## config.mk

```make
export PLATFORM = sky130hd
export DESIGN_NAME = enemy_vector_sequencer
export DESIGN_NICKNAME = d
export VERILOG_FILES = /design/src/rtl/enemy_vector_sequencer.sv
export SDC_FILE = /design/constraint.sdc
export NUM_CORES = 1
export LEC_CHECK = 0
export ABC_AREA = 1
export BUFFER_PORTS_ARGS = -buffer_cell sky130_fd_sc_hd__buf_2
export CAP_MARGIN = 30
export CORE_MARGIN = 2
export CORE_UTILIZATION = 45
export DETAILED_ROUTE_END_ITERATION = 16
export PLACE_DENSITY_LB_ADDON = 0.2
export SLEW_MARGIN = 20
export SYNTH_ARGS = -nofsm -noshare
export SYNTH_HDL_FRONTEND = slang
export SYNTH_SLANG_ARGS = --single-unit
export TNS_END_PERCENT = 100
```

## constraint.sdc

```tcl
create_clock -name clk -period 3.13 [get_ports clk]
set_input_delay 0.313 -clock clk [delete_from_list [all_inputs] [get_ports clk]]
set_output_delay 0.313 -clock clk [all_outputs]
set_load 0.02 [all_outputs]
```

## src/rtl/enemy_vector_sequencer.sv

```systemverilog
// Turns up to three enemy positions into a diamond-marker vector list over a valid/ready link.
// Define ENEMY_VEC_CROSS_EN to add a cross inside each diamond (9 points per enemy instead of 5).
module enemy_vector_sequencer #(
   parameter int OUT_WIDTH = 8,
   parameter int MARKER_R  = 4
) (
   input  logic                 clk,
   input  logic                 rst,
   input  logic                 frame_start,
   output logic                 busy,
   input  logic [OUT_WIDTH-1:0] xenemy1,
   input  logic [OUT_WIDTH-1:0] yenemy1,
   input  logic                 spawn_enemy1,
   input  logic [OUT_WIDTH-1:0] xenemy2,
   input  logic [OUT_WIDTH-1:0] yenemy2,
   input  logic                 spawn_enemy2,
   input  logic [OUT_WIDTH-1:0] xenemy3,
   input  logic [OUT_WIDTH-1:0] yenemy3,
   input  logic                 spawn_enemy3,
   output logic [OUT_WIDTH-1:0] vec_x,
   output logic [OUT_WIDTH-1:0] vec_y,
   output logic                 vec_draw,
   output logic                 vec_valid,
   input  logic                 vec_ready,
   output logic                 frame_done
);

   localparam int W = OUT_WIDTH;
   localparam logic [W-1:0] R = W'(MARKER_R);
`ifdef ENEMY_VEC_CROSS_EN
   localparam logic [3:0] LAST_PT = 4'd8;
`else
   localparam logic [3:0] LAST_PT = 4'd4;
`endif

   typedef enum logic [1:0] {IDLE, SELECT, EMIT, DONE} state_t;

   state_t            state_q, state_d;
   logic [2:0][W-1:0] snap_x_q, snap_x_d, snap_y_q, snap_y_d;
   logic [2:0]        snap_s_q, snap_s_d;
   logic [1:0]        cur_q, cur_d;
   logic [3:0]        pt_q, pt_d;
   logic [W-1:0]      vec_x_q, vec_x_d, vec_y_q, vec_y_d;
   logic              vec_draw_q, vec_draw_d, vec_valid_q, vec_valid_d;
   logic              busy_q, busy_d, frame_done_q, frame_done_d;
   logic [2:0]        sel_from, nxt;
   logic [2*W:0]      pt_vec;

   function automatic logic [W-1:0] sat_add(input logic [W-1:0] a);
      logic [W:0] s;
      s = {1'b0, a} + {1'b0, R};
      return s[W] ? {W{1'b1}} : s[W-1:0];
   endfunction

   function automatic logic [W-1:0] sat_sub(input logic [W-1:0] a);
      return (a < R) ? '0 : a - R;
   endfunction

   // Returns {x, y, draw} for point k of the marker around (x, y).
   function automatic logic [2*W:0] vertex(input logic [W-1:0] x, input logic [W-1:0] y,
                                           input logic [3:0] k);
      logic [2*W:0] v;
      case (k)
         4'd1:    v = {sat_add(x), y, 1'b1};
         4'd2:    v = {x, sat_sub(y), 1'b1};
         4'd3:    v = {sat_sub(x), y, 1'b1};
         4'd4:    v = {x, sat_add(y), 1'b1};
`ifdef ENEMY_VEC_CROSS_EN
         4'd5:    v = {sat_sub(x), y, 1'b0};
         4'd6:    v = {sat_add(x), y, 1'b1};
         4'd7:    v = {x, sat_add(y), 1'b0};
         4'd8:    v = {x, sat_sub(y), 1'b1};
`endif
         default: v = {x, sat_add(y), 1'b0};
      endcase
      return v;
   endfunction

   // Lowest spawned index >= from; bit 2 flags that one was found.
   function automatic logic [2:0] next_enemy(input logic [2:0] spawn, input logic [2:0] from);
      logic [2:0] r;
      r = '0;
      for (int i = 2; i >= 0; i--)
         if (spawn[i] && (3'(i) >= from)) r = {1'b1, 2'(i)};
      return r;
   endfunction

   always_comb begin
      state_d      = state_q;
      snap_x_d     = snap_x_q;
      snap_y_d     = snap_y_q;
      snap_s_d     = snap_s_q;
      cur_d        = cur_q;
      pt_d         = pt_q;
      vec_x_d      = vec_x_q;
      vec_y_d      = vec_y_q;
      vec_draw_d   = vec_draw_q;
      vec_valid_d  = vec_valid_q;
      busy_d       = busy_q;
      frame_done_d = frame_done_q;
      sel_from     = 3'd0;
      nxt          = '0;
      pt_vec       = '0;
      case (state_q)
         IDLE: if (frame_start) begin
            snap_x_d = {xenemy3, xenemy2, xenemy1};
            snap_y_d = {yenemy3, yenemy2, yenemy1};
            snap_s_d = {spawn_enemy3, spawn_enemy2, spawn_enemy1};
            state_d  = SELECT;
         end
         EMIT: if (vec_ready) begin
            if (pt_q != LAST_PT) begin
               pt_d   = pt_q + 4'd1;
               pt_vec = vertex(snap_x_q[cur_q], snap_y_q[cur_q], pt_d);
               {vec_x_d, vec_y_d, vec_draw_d} = pt_vec;
            end else begin
               state_d  = SELECT;
               sel_from = {1'b0, cur_q} + 3'd1;
            end
         end
         DONE: begin
            state_d      = IDLE;
            busy_d       = 1'b0;
            frame_done_d = 1'b0;
         end
         default: state_d = IDLE;
      endcase
      // SELECT is resolved in the same cycle it is entered so the sink sees no gap.
      if (state_d == SELECT) begin
         nxt = next_enemy(snap_s_d, sel_from);
         busy_d = 1'b1;
         if (nxt[2]) begin
            state_d     = EMIT;
            cur_d       = nxt[1:0];
            pt_d        = 4'd0;
            pt_vec      = vertex(snap_x_d[nxt[1:0]], snap_y_d[nxt[1:0]], 4'd0);
            {vec_x_d, vec_y_d, vec_draw_d} = pt_vec;
            vec_valid_d = 1'b1;
         end else begin
            state_d      = DONE;
            vec_valid_d  = 1'b0;
            frame_done_d = 1'b1;
         end
      end
   end

   always_ff @(posedge clk) begin
      if (rst) begin
         state_q      <= IDLE;
         snap_x_q     <= '0;
         snap_y_q     <= '0;
         snap_s_q     <= '0;
         cur_q        <= '0;
         pt_q         <= '0;
         vec_x_q      <= '0;
         vec_y_q      <= '0;
         vec_draw_q   <= 1'b0;
         vec_valid_q  <= 1'b0;
         busy_q       <= 1'b0;
         frame_done_q <= 1'b0;
      end else begin
         state_q      <= state_d;
         snap_x_q     <= snap_x_d;
         snap_y_q     <= snap_y_d;
         snap_s_q     <= snap_s_d;
         cur_q        <= cur_d;
         pt_q         <= pt_d;
         vec_x_q      <= vec_x_d;
         vec_y_q      <= vec_y_d;
         vec_draw_q   <= vec_draw_d;
         vec_valid_q  <= vec_valid_d;
         busy_q       <= busy_d;
         frame_done_q <= frame_done_d;
      end
   end

   assign vec_x      = vec_x_q;
   assign vec_y      = vec_y_q;
   assign vec_draw   = vec_draw_q;
   assign vec_valid  = vec_valid_q;
   assign busy       = busy_q;
   assign frame_done = frame_done_q;

endmodule
```

; ---- After elaboration in Yosys (flattened, before gate mapping)
; Cells that the tools add are included.
[word_totals]
wordCells = 103
register_bits = 79
[op_classes]
magnitude_cmp = 7
reduce_logical = 6
muxes = 59
eq_ne = 8
n_addsub = 7
[op_table]
columns = operator, n
row1 = two-way mux 8 bit, 19
row2 = two-way mux 24 bit, 4
row3 = case mux 17 bit (4 select lines), 1
row4 = binary-select mux 8 bit (select 2 bit), 4
row5 = adder 8 x 3 -> 9 bit (second input constant), 3
row6 = two-way mux 3 bit, 9
row7 = two-way mux 4 bit, 5
row8 = < comparator 8 x 3 -> 1 bit (second input constant), 2
row9 = subtractor 8 x 3 -> 8 bit (second input constant), 2
row10 = two-way mux 1 bit, 12
row11 = == test 4 x 2 -> 1 bit (second input constant), 2
row12 = two-way mux 2 bit, 4
row13 = greater-or-equal comparator 1 x 3 -> 1 bit (first input constant), 2
row14 = < comparator 2 x 3 -> 1 bit (second input constant), 2
row15 = adder 4 x 1 -> 4 bit (second input constant), 1
row16 = == test 2 bit (second input constant), 2
row17 = == test 4 x 1 -> 1 bit (second input constant), 1
row18 = == test 4 x 3 -> 1 bit (second input constant), 1
row19 = inequality test 4 x 3 -> 1 bit (second input constant), 1
row20 = case mux 2 bit (2 select lines), 1
row21 = adder 2 x 1 -> 3 bit (second input constant), 1
row22 = greater-or-equal comparator 2 x 3 -> 1 bit (first input constant), 1
row23 = logical AND 1 bit, 3
row24 = == test 2 x 1 -> 1 bit (second input constant), 1
row25 = 3 further kinds, 3

; ---- Longest topological paths before layout
; Gate-level depths: netlist of the first run.
[depth]
depth_word = 16
mapped_depth = 21

; ---- Worst setup path after synthesis of the first run
; No wires, ideal clock.
[synth_timing]
path_kind = reg-to-reg
from = register cur_q[1]
to = register vec_y_q[2] (netlist: vec_y[2])
stages_incl_launch_ff = 18
synth_period_minus_slack_ns = 2.577
required_time_ns = 3.074
setup_time_ns = 0.056
path_slack_ns = 0.553
arrival_time_ns = 2.521
path_buffers = 1
path_cell_list = dfxtp_1 ha_1 or2_2 o21ai_2 nand2_4 nand3_4 buf_4 nand3_2 o21ai_4 ha_1 inv_1 nor2_4 nand4_2 nand2_2 inv_2 nand2_1 nand2_1 inv_1
[synth_between]
elab_chain_len = 16
word_cells_on_any_way = 31
cone_classes = add/sub: 4 / order compare: 4 / mux: 20 / reduce/logical: 3
[synth_lines]
columns = element, line_no
row1 = start: declaration, 41  ; logic [1:0] cur_q, cur_d;
row2 = start signal: assignment, 166  ; cur_q <= cur_d;
row3 = adder 2 x 1 -> 3 bit, 118  ; sel_from = {1'b0, cur_q} + 3'd1;
row4 = two-way mux 3 bit, 112  ; if (pt_q != LAST_PT) begin
row5 = two-way mux 3 bit, 111  ; EMIT: if (vec_ready) begin
row6 = two-way mux 3 bit, 104  ; case (state_q)
row7 = greater-or-equal comparator 2 x 3 -> 1 bit, 84  ; if (spawn[i] && (3'(i) >= from)) r = {1'b1, 2'(i)};
row8 = logical AND 1 bit, 84
row9 = two-way mux 3 bit (3 in series), 84
row10 = two-way mux 3 bit, 129  ; if (state_d == SELECT) begin
row11 = binary-select mux 8 bit (select 2 bit), 136  ; pt_vec = vertex(snap_x_d[nxt[1:0]], snap_y_d[nxt[1:0]], 4'd0);
row12 = two-way mux 8 bit (implied by the code), 136
row13 = adder 8 x 3 -> 9 bit, 51  ; s = {1'b0, a} + {1'b0, R};
row14 = two-way mux 8 bit, 52  ; return s[W] ? {W{1'b1}} : s[W-1:0];
row15 = two-way mux 8 bit, 132  ; if (nxt[2]) begin
row16 = two-way mux 8 bit (*), 129
row17 = end signal: assignment, 169  ; vec_y_q <= vec_y_d;
row18 = end: declaration, 43  ; logic [W-1:0] vec_x_q, vec_x_d, vec_y_q, vec_y_d;
; Every way passes the cells marked *; elsewhere a longest branch is shown, timed or not. The select of a mux whose other input is x is not followed.
; A chain may end at the register's enable or synchronous reset.

; ---- Final worst setup path of the first run
[layout_timing]
from = register pt_q[0]
to = register vec_y_q[1] (netlist: vec_y[1])
[layout_between]
elab_chain_len = 16
word_cells_on_any_way = 33
cone_classes = add/sub: 2 / order compare: 3 / eq/ne: 6 / mux: 19 / reduce/logical: 3
[layout_lines]
columns = element, line_no
row1 = start: declaration, 42  ; logic [3:0] pt_q, pt_d;
row2 = start signal: assignment, 167  ; pt_q <= pt_d;
row3 = inequality test 4 x 3 -> 1 bit, 112
row4 = two-way mux 3 bit, 112
row5 = two-way mux 3 bit, 111
row6 = two-way mux 3 bit, 104
row7 = greater-or-equal comparator 2 x 3 -> 1 bit, 84
row8 = logical AND 1 bit, 84
row9 = two-way mux 3 bit (3 in series), 84
row10 = two-way mux 3 bit, 129
row11 = binary-select mux 8 bit (select 2 bit), 136
row12 = two-way mux 8 bit (implied by the code), 136
row13 = adder 8 x 3 -> 9 bit, 51
row14 = two-way mux 8 bit, 52
row15 = two-way mux 8 bit, 132
row16 = two-way mux 8 bit (*), 129
; Marked as above.

==> results of run 1 <==
-- worst paths after layout --
check                      to  slack (ns)  cells after the start
setup / recovery     vec_y[1]        0.38                     17
hold / removal    snap_y_q[9]        0.23                      3
setup reg to reg     vec_y[1]        0.38                     17
hold reg to reg   snap_s_q[2]        0.48                      2
-- worst max-delay path: cells and delay by family (launching register included) --
family / cells / cell delay [ns]
and+or+nand+nor: 9 / 1.19
adders and majority gates: 2 / 0.45
AOI/OAI and AO/OA: 2 / 0.41
DFF: 1 / 0.35
buffers and inverters: 4 / 0.27
-- power breakdown --
part           total (uW)  internal, uW  leakage, uW  switching [uW]
clock                1170           741     0.000158             433
combinational        1050           342      0.00208             703
sequential           1150          1100     0.000651            43.2
-- cell usage after synthesis, drive strengths merged --
master,number
a211oi,1
a21boi,1
a21oi,38
a22oi,1
a31oi,4
and2,1
buf,24
clkbuf,7
dfxtp,79
ha,10
inv,98
mux2i,11
nand2,198
nand3,58
nand4,11
nor2,92
nor3,4
o211ai,12
o21a,3
o21ai,78
o22ai,6
o32ai,2
or2,3
xnor2,5
xor2,7
-- layer usage --
metal	wire length (um)	up-vias	track usage
met5	0	-	0
met4	475	0	0.116
met3	835	32	0.0434
met2	7050	161	0.404
met1	6320	2341	0.300
li1	-	2562	-
-- layout make-up --
cell class | instances | area (um2)
clock buffers | 11 | 253
clock inverters | 5 | 80.1
fillers | 1086 | 5120
inverters | 98 | 375
multi-input cells | 546 | 2930
flip-flops and latches | 79 | 1580
well taps | 140 | 175
repair buffers | 80 | 415
-- metrics by stage --
stage                     cells   util
after global routing        959  0.531
after detailed placement    943  0.501
after CTS                   959  0.531
after global placement      943  0.501
final                       959  0.531
after floorplan             754      -
-- cells by family (layout without fill, tap and decap cells) --
group,count (synthesis),in the layout,synth area share
buf+inv,129,194,0.115
simple gates,367,367,0.334
flops,79,79,0.310
mux,11,11,0.0216
xor+xnor,12,12,0.0206
compound gates,146,146,0.174
fa+ha+maj,10,10,0.0245
-- state kept, by name, summed over array words and instances, names as in the netlist --
register    cells
busy            1
cur_q           2
frame_done      1
pt_q            4
snap_s_q        3
snap_x_q       24
snap_y_q       24
state_q         2
vec_draw        1
vec_valid       1
vec_x           8
vec_y           8
==> reports/metrics.yaml, run 1 <==
setup_tns_ns: 0
critPathArrivalTime_ns: 3.03
max_freq_mhz: 364
netlist_top_cells_area: "dfxtp_1, nand2_1, inv_1"
critPathMaxFanout: 26
synth_area_per_cell_um2: 6.76
cts_hold_buf: 0
slowest_delay_ns: 0.35
tightest_slew_ns: 0.695
synth_area_mm2: 0.00510
r2r_start: "pt_q[0]"
detailed_place_hpwl_um: 10800
cts-root-buf: "clkbuf_16"
rsz0062_at_grt: "false"
io_buffers: 74
antenna_found_initial: 0
p_total_uw: 3370
path_common_cell: "inv_1"
initial_core_util: 0.466
ant_nets: 0
most-common-layout-cells: "nand2_1, inv_1, nor2_1, dfxtp_1, buf_2"
die_area_mm2: 0.0122
crit_type: "register to register"
routed_wl_um: 14700
area_delta_synth_final_pct: 14.0
grt-ovfl-total: 0
hold_ws_ns: 0.233
leakagePower_uw: 0.00289
clkTransAtPathRegs_ns: 0.06
ctsResizeCount: 0
ys_seq_area_frac: 0.310
cp_data_required_time_ns: 3.42
yosysWarnings: 0
power.density_mw_per_mm2: 579
grt_pass1_vias: 4967
run_status: "completed"
worstSetupEndpointType: "register"
ios: 75
ys_types: 46
syn_inst: 754
cts_htree_levels: 3
drv_slew: 0
gp_congestion: 0.929
hold_violations: 0
syn_nets: 819
max_cap_viol_count: 0
cts_tree: "yes"
antenna_cells: 0
drc: 0
startpoint: "pt_q[0]"
final_common_cell: "nand2_1"
drtIter0Drc: 303
wire_per_inst_um: 15.3
ys_ff_latch: 79
stdcell_area_mm2: 0.00581
cts_made_buffers: 9
dieWidth_um: 110
nets: 879
finClkSkew_ns: 0.00862
timing.final.crit_share: 0.877
postPlaceCellArea_mm2: 0.00548
cts_setup_buffers: 0
layout_setup_ws_ns: 0.384
finalCriticalPeriod_ns: 2.75
start_kind: "register"
yosysTopAreaCell: "dfxtp_1"
cts_max_path_buffers: 2
via_count: 5096
rows: 38
setup_viol: 0
worstHoldStart: "yenemy2[1]"
max-vdd-ir-drop_mv: 0.313
dr.pass1.iters: 5
grt_use_total: 0.241
min_path_type: "primary input to register"
slew_headroom: 0.537
grt_pass1_wl_um: 23900
dp_slack_ns: 0.406
worstPathCellList: "inv_1 > ha_1 > nand3_1 > nor2_2 > o21ai_2 > nand2_4 > nand3_4 > o21ai_4 > ha_1 > inv_1 > nor2_4 > nand4_2 > nand2_2 > inv_2 > nand2_1 > nand2_1 > inv_1"
synth_top_area_frac: 0.310
clk_latency_ns: 0.34
cts_sinks: 79
critPathSlowestCell: "dfxtp_1"
layout-drive-gt1-share: 0.203
via_per_inst: 5.31
die-height_um: 110
grt_max_degree: 62
fp.coreArea_mm2: 0.0109
Power figures use the tool's default switching activity.
==> inputs of run 2 (changes only) <==
==> constraint.sdc (replaced) <==
create_clock -name clk -period 2.73 [get_ports clk]
set_input_delay 0.273 -clock clk [delete_from_list [all_inputs] [get_ports clk]]
set_output_delay 0.273 -clock clk [all_outputs]
set_load 0.02 [all_outputs]
==> run 2 against run 1 <==
Effect of this change: first-iteration DRC count is 13% higher; total power is 13% higher; die area stayed put; non-clock buffer count is 11 higher; clock power is 6% higher; combinational power is 17% higher; fmax is 8.8% higher; cell area is 1.1% higher; register-to-register slack worse by 0.18 ns; largest power group is now sequential cells.
==> reports/metrics.yaml, run 2 (same netlist as run 1, synthesis figures left out) <==
worstPathCellList: "inv_1 > ha_2 > nand3_1 > nor2_2 > o21ai_2 > nand2_4 > nand3_4 > buf_4 > inv_2 > nand2_1 > nand2_1 > nand2_1 > inv_1 > nand3_1 > nand2_1 > nand2_1 > nor2_1 > nor2_1"
hold_violations: 0  # unchanged
drtIter0Drc: 342  # +13%
grt_pass1_wl_um: 23700  # -0.84%
cts-root-buf: "clkbuf_16"
p_sw_frac: 0.349  # -0.00109
min_path_type: "primary input to register"
crit_buf_inv: 4  # unchanged
grt_pass1_vias: 4938  # -0.58%
die_area_mm2: 0.0122  # unchanged
cts_tree: "yes"
io_buffers: 74  # unchanged
finalCriticalPeriod_ns: 2.52  # -0.223 ns
antenna_cells: 0  # unchanged
final_common_cell: "nand2_1"
dp_slack_ns: 0.189  # -0.217 ns
crit_type: "register to register"
comb_power_share: 0.323  # +0.013
path_common_cell: "nand2_1"
grt-ovfl-total: 0  # unchanged
initial_core_util: 0.466  # unchanged
setup_viol: 0  # unchanged
clk_latency_ns: 0.33  # about the same
max_freq_mhz: 396  # +8.8%
gp_congestion: 0.922  # -0.69%
cp_data_required_time_ns: 2.96  # -0.46 ns
power.density_mw_per_mm2: 644  # +11%
grt_max_degree: 62  # unchanged
leakagePower_uw: 0.00293  # +1.4%
clockPowerShare: 0.328  # -0.021
cts_hold_buf: 0  # unchanged
drv_slew: 0  # unchanged
dieWidth_um: 110  # unchanged
critPathMaxFanout: 12  # -54%
run_status: "completed"
final_util: 0.538  # +0.00606
power_frac_seq: 0.348  # +0.007
critPathSlowestCell: "dfxtp_1"
routed_wl_um: 14500  # -1.3%
timing.final.crit_share: 0.924  # +0.0468
cts_max_path_buffers: 2  # unchanged
most-common-layout-cells: "nand2_1, inv_1, dfxtp_1, nor2_1, buf_2"
slew_headroom: 0.531  # -0.00512
ios: 75  # unchanged
cts_htree_levels: 3  # unchanged
layout_setup_ws_ns: 0.208  # -0.177 ns
wirelength_met1_um: 6290  # -0.44%
critPathArrivalTime_ns: 2.75  # -0.28 ns
layout-drive-gt1-share: 0.213  # +0.0106
rows: 38  # unchanged
cts_made_buffers: 9  # unchanged
wire_per_inst_um: 14.9  # -2.4%
setup_tns_ns: 0  # unchanged
wl_met2_um: 7220  # +2.4%
slowest_delay_ns: 0.35  # about the same
antenna_found_initial: 0  # unchanged
detailed_place_hpwl_um: 10800  # -0.83%
die-height_um: 110  # unchanged
tightest_slew_ns: 0.703  # +0.00768 ns
cts_sinks: 79  # unchanged
top_regs: "snap_x_q (24), snap_y_q (24)"
cp_top_family: "simple AND/OR/NAND/NOR gates"
drc: 0  # unchanged
max_cap_viol_count: 0  # unchanged
ant_nets: 0  # unchanged
worstSetupEndpointType: "register"
finClkSkew_ns: 0.00470  # -0.00392 ns
p_int_uw: 2470  # +13%
clkTransAtPathRegs_ns: 0.06  # about the same
dr.pass1.iters: 8  # +3
fill_cells: 1106  # +1.8%
via_count: 5097  # +0.020%
switchingPower_uw: 1320  # +12%
area_delta_synth_final_pct: 15.3
highest_layer: "met4"
max-vdd-ir-drop_mv: 0.443  # +42%
rsz0062_at_grt: "false"
start_kind: "register"
wl_met3_um: 723  # -13%
via_per_inst: 5.25  # -1.1%
nets: 890  # +1.3%
grt_use_total: 0.238  # -0.00373
fp.coreArea_mm2: 0.0109  # unchanged
run 2: timing repair:
action / CTS / global route
endpoints found under the hold margin: 0 / 0
setup endpoints to repair: 0 / 6
gates resized for setup: 0 / 2
setup buffers: 0 / 6
run 2: power groups by stage:
stage	clock network (uW)	registers [uW]	logic (uW)
global route	1320	1330	1370
CTS	1270	1320	1200
finish	1240	1320	1230
floorplan	0	1380	856
detailed placement	0	1340	1190
global placement	0	1340	1180
run 2: metal layers:
| layer | global-route usage | up-vias |
|---|---|---|
| met2 | 0.420 | 148 |
| li1 | - | 2577 |
| met1 | 0.290 | 2357 |
| met5 | 0 | - |
| met3 | 0.0516 | 15 |
| met4 | 0.0658 | 0 |
run 2: final timing paths:
| check | slack (ns) | depth (start not counted) | endpoint | start |
|---|---|---|---|---|
| worst max-delay path | 0.21 | 18 | vec_y[7] | pt_q[0] |
| worst min-delay path | 0.20 | 3 | snap_y_q[9] | yenemy2[1] |
| worst max register to register | 0.21 | 18 | vec_y[7] | pt_q[0] |
| worst min register to register | 0.46 | 2 | frame_done | frame_done |
run 2: worst reg2reg max path, stage by stage, from the launching register on:
cell,delay [ns]
dfxtp_1,0.35
inv_1,0.13
ha_2,0.23
nand3_1,0.09
nor2_2,0.16
o21ai_2,0.09
nand2_4,0.15
nand3_4,0.18
buf_4,0.19
inv_2,0.12
nand2_1,0.08
nand2_1,0.14
nand2_1,0.07
inv_1,0.07
nand3_1,0.08
nand2_1,0.07
nand2_1,0.06
nor2_1,0.09
nor2_1,0.05
run 2: area by class of cell:
| class | instances | area, um2 | share of cell area |
|---|---|---|---|
| Multi-Input combinational cell | 546 | 2940 | 0.500 |
| Clock buffer | 14 | 274 | 0.0466 |
| Clock inverter | 2 | 37.5 | 0.00639 |
| Inverter | 98 | 375 | 0.0639 |
| Timing Repair Buffer | 91 | 498 | 0.0847 |
| Sequential cell | 79 | 1580 | 0.269 |
| Tap cell | 140 | 175 | 0.0298 |
run 2: stage by stage:
| step | instances | instance area [um2] | hold WS (ns) | total power [uW] |
|---|---|---|---|---|
| after floorplan | 754 | 5100 | 0.425 | 2240 |
| after global routing | 970 | 5880 | 0.204 | 4010 |
| after detailed placement | 948 | 5520 | 0.464 | 2540 |
| after global placement | 948 | 5520 | 0.453 | 2520 |
| final | 970 | 5880 | 0.198 | 3790 |
| after CTS | 964 | 5830 | 0.191 | 3790 |
==> inputs of run 3 (changes only) <==
==> constraint.sdc (replaced) <==
create_clock -name clk -period 2.2 [get_ports clk]
set_input_delay 0.22 -clock clk [delete_from_list [all_inputs] [get_ports clk]]
set_output_delay 0.22 -clock clk [all_outputs]
set_load 0.02 [all_outputs]
==> run 3 against run 2 <==
Effect of this change: the run now ends with negative setup slack left; cell area is 12% higher; sequential power rose by 23%; critical path depth stayed put; critical path type unchanged; largest cell class unchanged.
==> reports/metrics.yaml, run 3 (same netlist as run 1, synthesis figures left out) <==
grt_max_degree: 62  # unchanged
cp_top_family: "simple AND/OR/NAND/NOR gates"
ios: 75  # unchanged
die-height_um: 110  # unchanged
power_frac_seq: 0.330  # -0.018
grt_use_total: 0.249  # +0.0116
clkTransAtPathRegs_ns: 0.06  # about the same
timing.final.crit_share: 1.02  # +0.0955
cp_data_required_time_ns: 2.49  # -0.47 ns
clockPowerShare: 0.299  # -0.029
violations: "negative setup slack"
tightest_slew_ns: 0.690  # -0.0126 ns
dieWidth_um: 110  # unchanged
worstPathCellList: "ha_4 > or2_4 > o21ai_4 > nand2_4 > nand2_4 > nand2_2 > nand3_2 > nand2_2 > inv_2 > ha_4 > inv_4 > nor2_4 > nand4_4 > nand2_4 > inv_2 > nand2_1 > nand2_1 > inv_1"
grt_pass1_vias: 5370  # +8.7%
path_common_cell: "nand2_4"
dp_slack_ns: -0.120  # -0.308 ns
dr.pass1.iters: 5  # -3
min_path_type: "primary input to register"
cts_made_buffers: 9  # unchanged
clk_latency_ns: 0.35  # +0.02 ns
ant_nets: 0  # unchanged
gp_congestion: 0.909  # -1.4%
postPlaceCellArea_mm2: 0.00611  # +11%
start_kind: "register"
p_sw_frac: 0.367  # +0.0176
initial_core_util: 0.466  # unchanged
slowest_delay_ns: 0.34  # about the same
final_common_cell: "nand2_1"
drtIter0Drc: 346  # +1.2%
run_status: "complete, but fails checks"
antenna_found_initial: 0  # unchanged
via_count: 5361  # +5.2%
top_regs: "snap_x_q (24), snap_y_q (24)"
wire_per_inst_um: 14.2  # -5.1%
finalCriticalPeriod_ns: 2.24  # -0.280 ns
hold_ws_ns: 0.131  # -0.0664 ns
slew_headroom: 0.540  # +0.00840
most-common-layout-cells: "nand2_1, inv_1, buf_4, nor2_1, dfxtp_1"
drc: 0  # unchanged
layout-drive-gt1-share: 0.301  # +0.0882
via_per_inst: 5.16  # -1.8%
rsz0062_at_grt: "true"
comb_power_share: 0.372  # +0.049
die_area_mm2: 0.0122  # unchanged
finClkSkew_ns: 0.00593  # +0.00123 ns
rows: 38  # unchanged
power.density_mw_per_mm2: 751  # +17%
routed_wl_um: 14700  # +1.7%
cts_htree_levels: 3  # unchanged
cts_tree: "yes"
worstSetupEndpointType: "register"
nets: 959  # +7.8%
critPathMaxFanout: 5  # -7
cts_sinks: 79  # unchanged
stdcell_area_mm2: 0.00656  # +12%
critPathArrivalTime_ns: 2.54  # -0.21 ns
critPathSlowestCell: "dfxtp_2"
fp.coreArea_mm2: 0.0109  # unchanged
crit_type: "register to register"
max-vdd-ir-drop_mv: 0.508  # +14%
crit_buf_inv: 4  # unchanged
layout_setup_ws_ns: -0.0428  # -0.250 ns
max_freq_mhz: 446  # +12%
p_int_uw: 3120  # +27%
setup_viol: 6  # +6
cts_max_path_buffers: 2  # unchanged
area_delta_synth_final_pct: 28.7
grt_pass1_wl_um: 25000  # +5.5%
drv_slew: 0  # unchanged
antenna_cells: 0  # unchanged
hold_violations: 0  # unchanged
leakagePower_uw: 0.00328  # +12%
io_buffers: 74  # unchanged
cts_hold_buf: 0  # unchanged
grt-ovfl-total: 0  # unchanged
detailed_place_hpwl_um: 11300  # +4.9%
p_total_uw: 4930  # +30%
switchingPower_uw: 1810  # +37%
fill_cells: 1034  # -6.5%
max_cap_viol_count: 0  # unchanged
cts-root-buf: "clkbuf_16"
[run 3: changes by cell type in the layout (fill, tap and decap cells not counted), moves of 4 or more]
cell | previous run | this run
buf_4 | 17 | 79
inv_1 | 84 | 79
nand2_1 | 185 | 180
nand2_2 | 8 | 12
[run 3: path summary, 6_finish.rpt]
path / from / endpoint / slack (ns) / cells past startpoint
setup / recovery: cur_q[0] / vec_y[0] / -0.04 / 18
hold / removal: xenemy2[0] / snap_x_q[8] / 0.13 / 3
setup reg to reg: cur_q[0] / vec_y[0] / -0.04 / 18
hold reg to reg: frame_done / frame_done / 0.47 / 2
[run 3: repair_timing]
item                       CTS  global route
pin swaps                    9             0
cloned                       1             0
setup endpoints to repair   15            18
gates resized for setup     19            16
setup buffers                5             1
[run 3: metal layers]
metal,global-route usage,vias up,share of wire
li1,-,2723,-
met1,0.292,2469,0.42
met2,0.439,138,0.50
met3,0.0412,31,0.049
met4,0.124,0,0.034
met5,0,-,0
[run 3: area by class of cell]
type	instances	area, um2	area share
Sequential cell	79	1590	0.242
Clock inverter	6	48.8	0.00743
Timing Repair Buffer	159	1060	0.162
Inverter	98	385	0.0587
Tap cell	140	175	0.0267
Clock buffer	10	239	0.0364
Multi-Input combinational cell	547	3070	0.467
[run 3: stage by stage]
| stage | utilization | cells | setup TNS, ns |
|---|---|---|---|
| 3_5_place_dp | 0.559 | 1016 | -0.810 |
| 3_3_place_gp | 0.559 | 1016 | -0.239 |
| 4_1_cts | 0.595 | 1038 | -0.109 |
| 5_1_grt | 0.600 | 1039 | -1.96 |
| 6_report | 0.600 | 1039 | -0.160 |
| 2_1_floorplan | - | 754 | -0.367 |
[run 3: power by group through the flow]
stage | logic [uW] | registers (uW) | clock network [uW]
4_1_cts | 1800 | 1630 | 1500
2_1_floorplan | 1080 | 1710 | 0
6_report | 1830 | 1630 | 1470
3_3_place_gp | 1720 | 1650 | 0
5_1_grt | 2040 | 1640 | 1560
3_5_place_dp | 1740 | 1660 | 0
[run 3: worst reg2reg max path: stages (launching register included)]
cell     delay [ns]
dfxtp_2        0.34
ha_4           0.24
or2_4          0.26
o21ai_4        0.15
nand2_4        0.10
nand2_4        0.11
nand2_2        0.06
nand3_2        0.06
nand2_2        0.06
inv_2          0.07
ha_4           0.14
inv_4          0.03
nor2_4         0.14
nand4_4        0.11
nand2_4        0.11
inv_2          0.05
nand2_1        0.05
nand2_1        0.05
inv_1          0.04
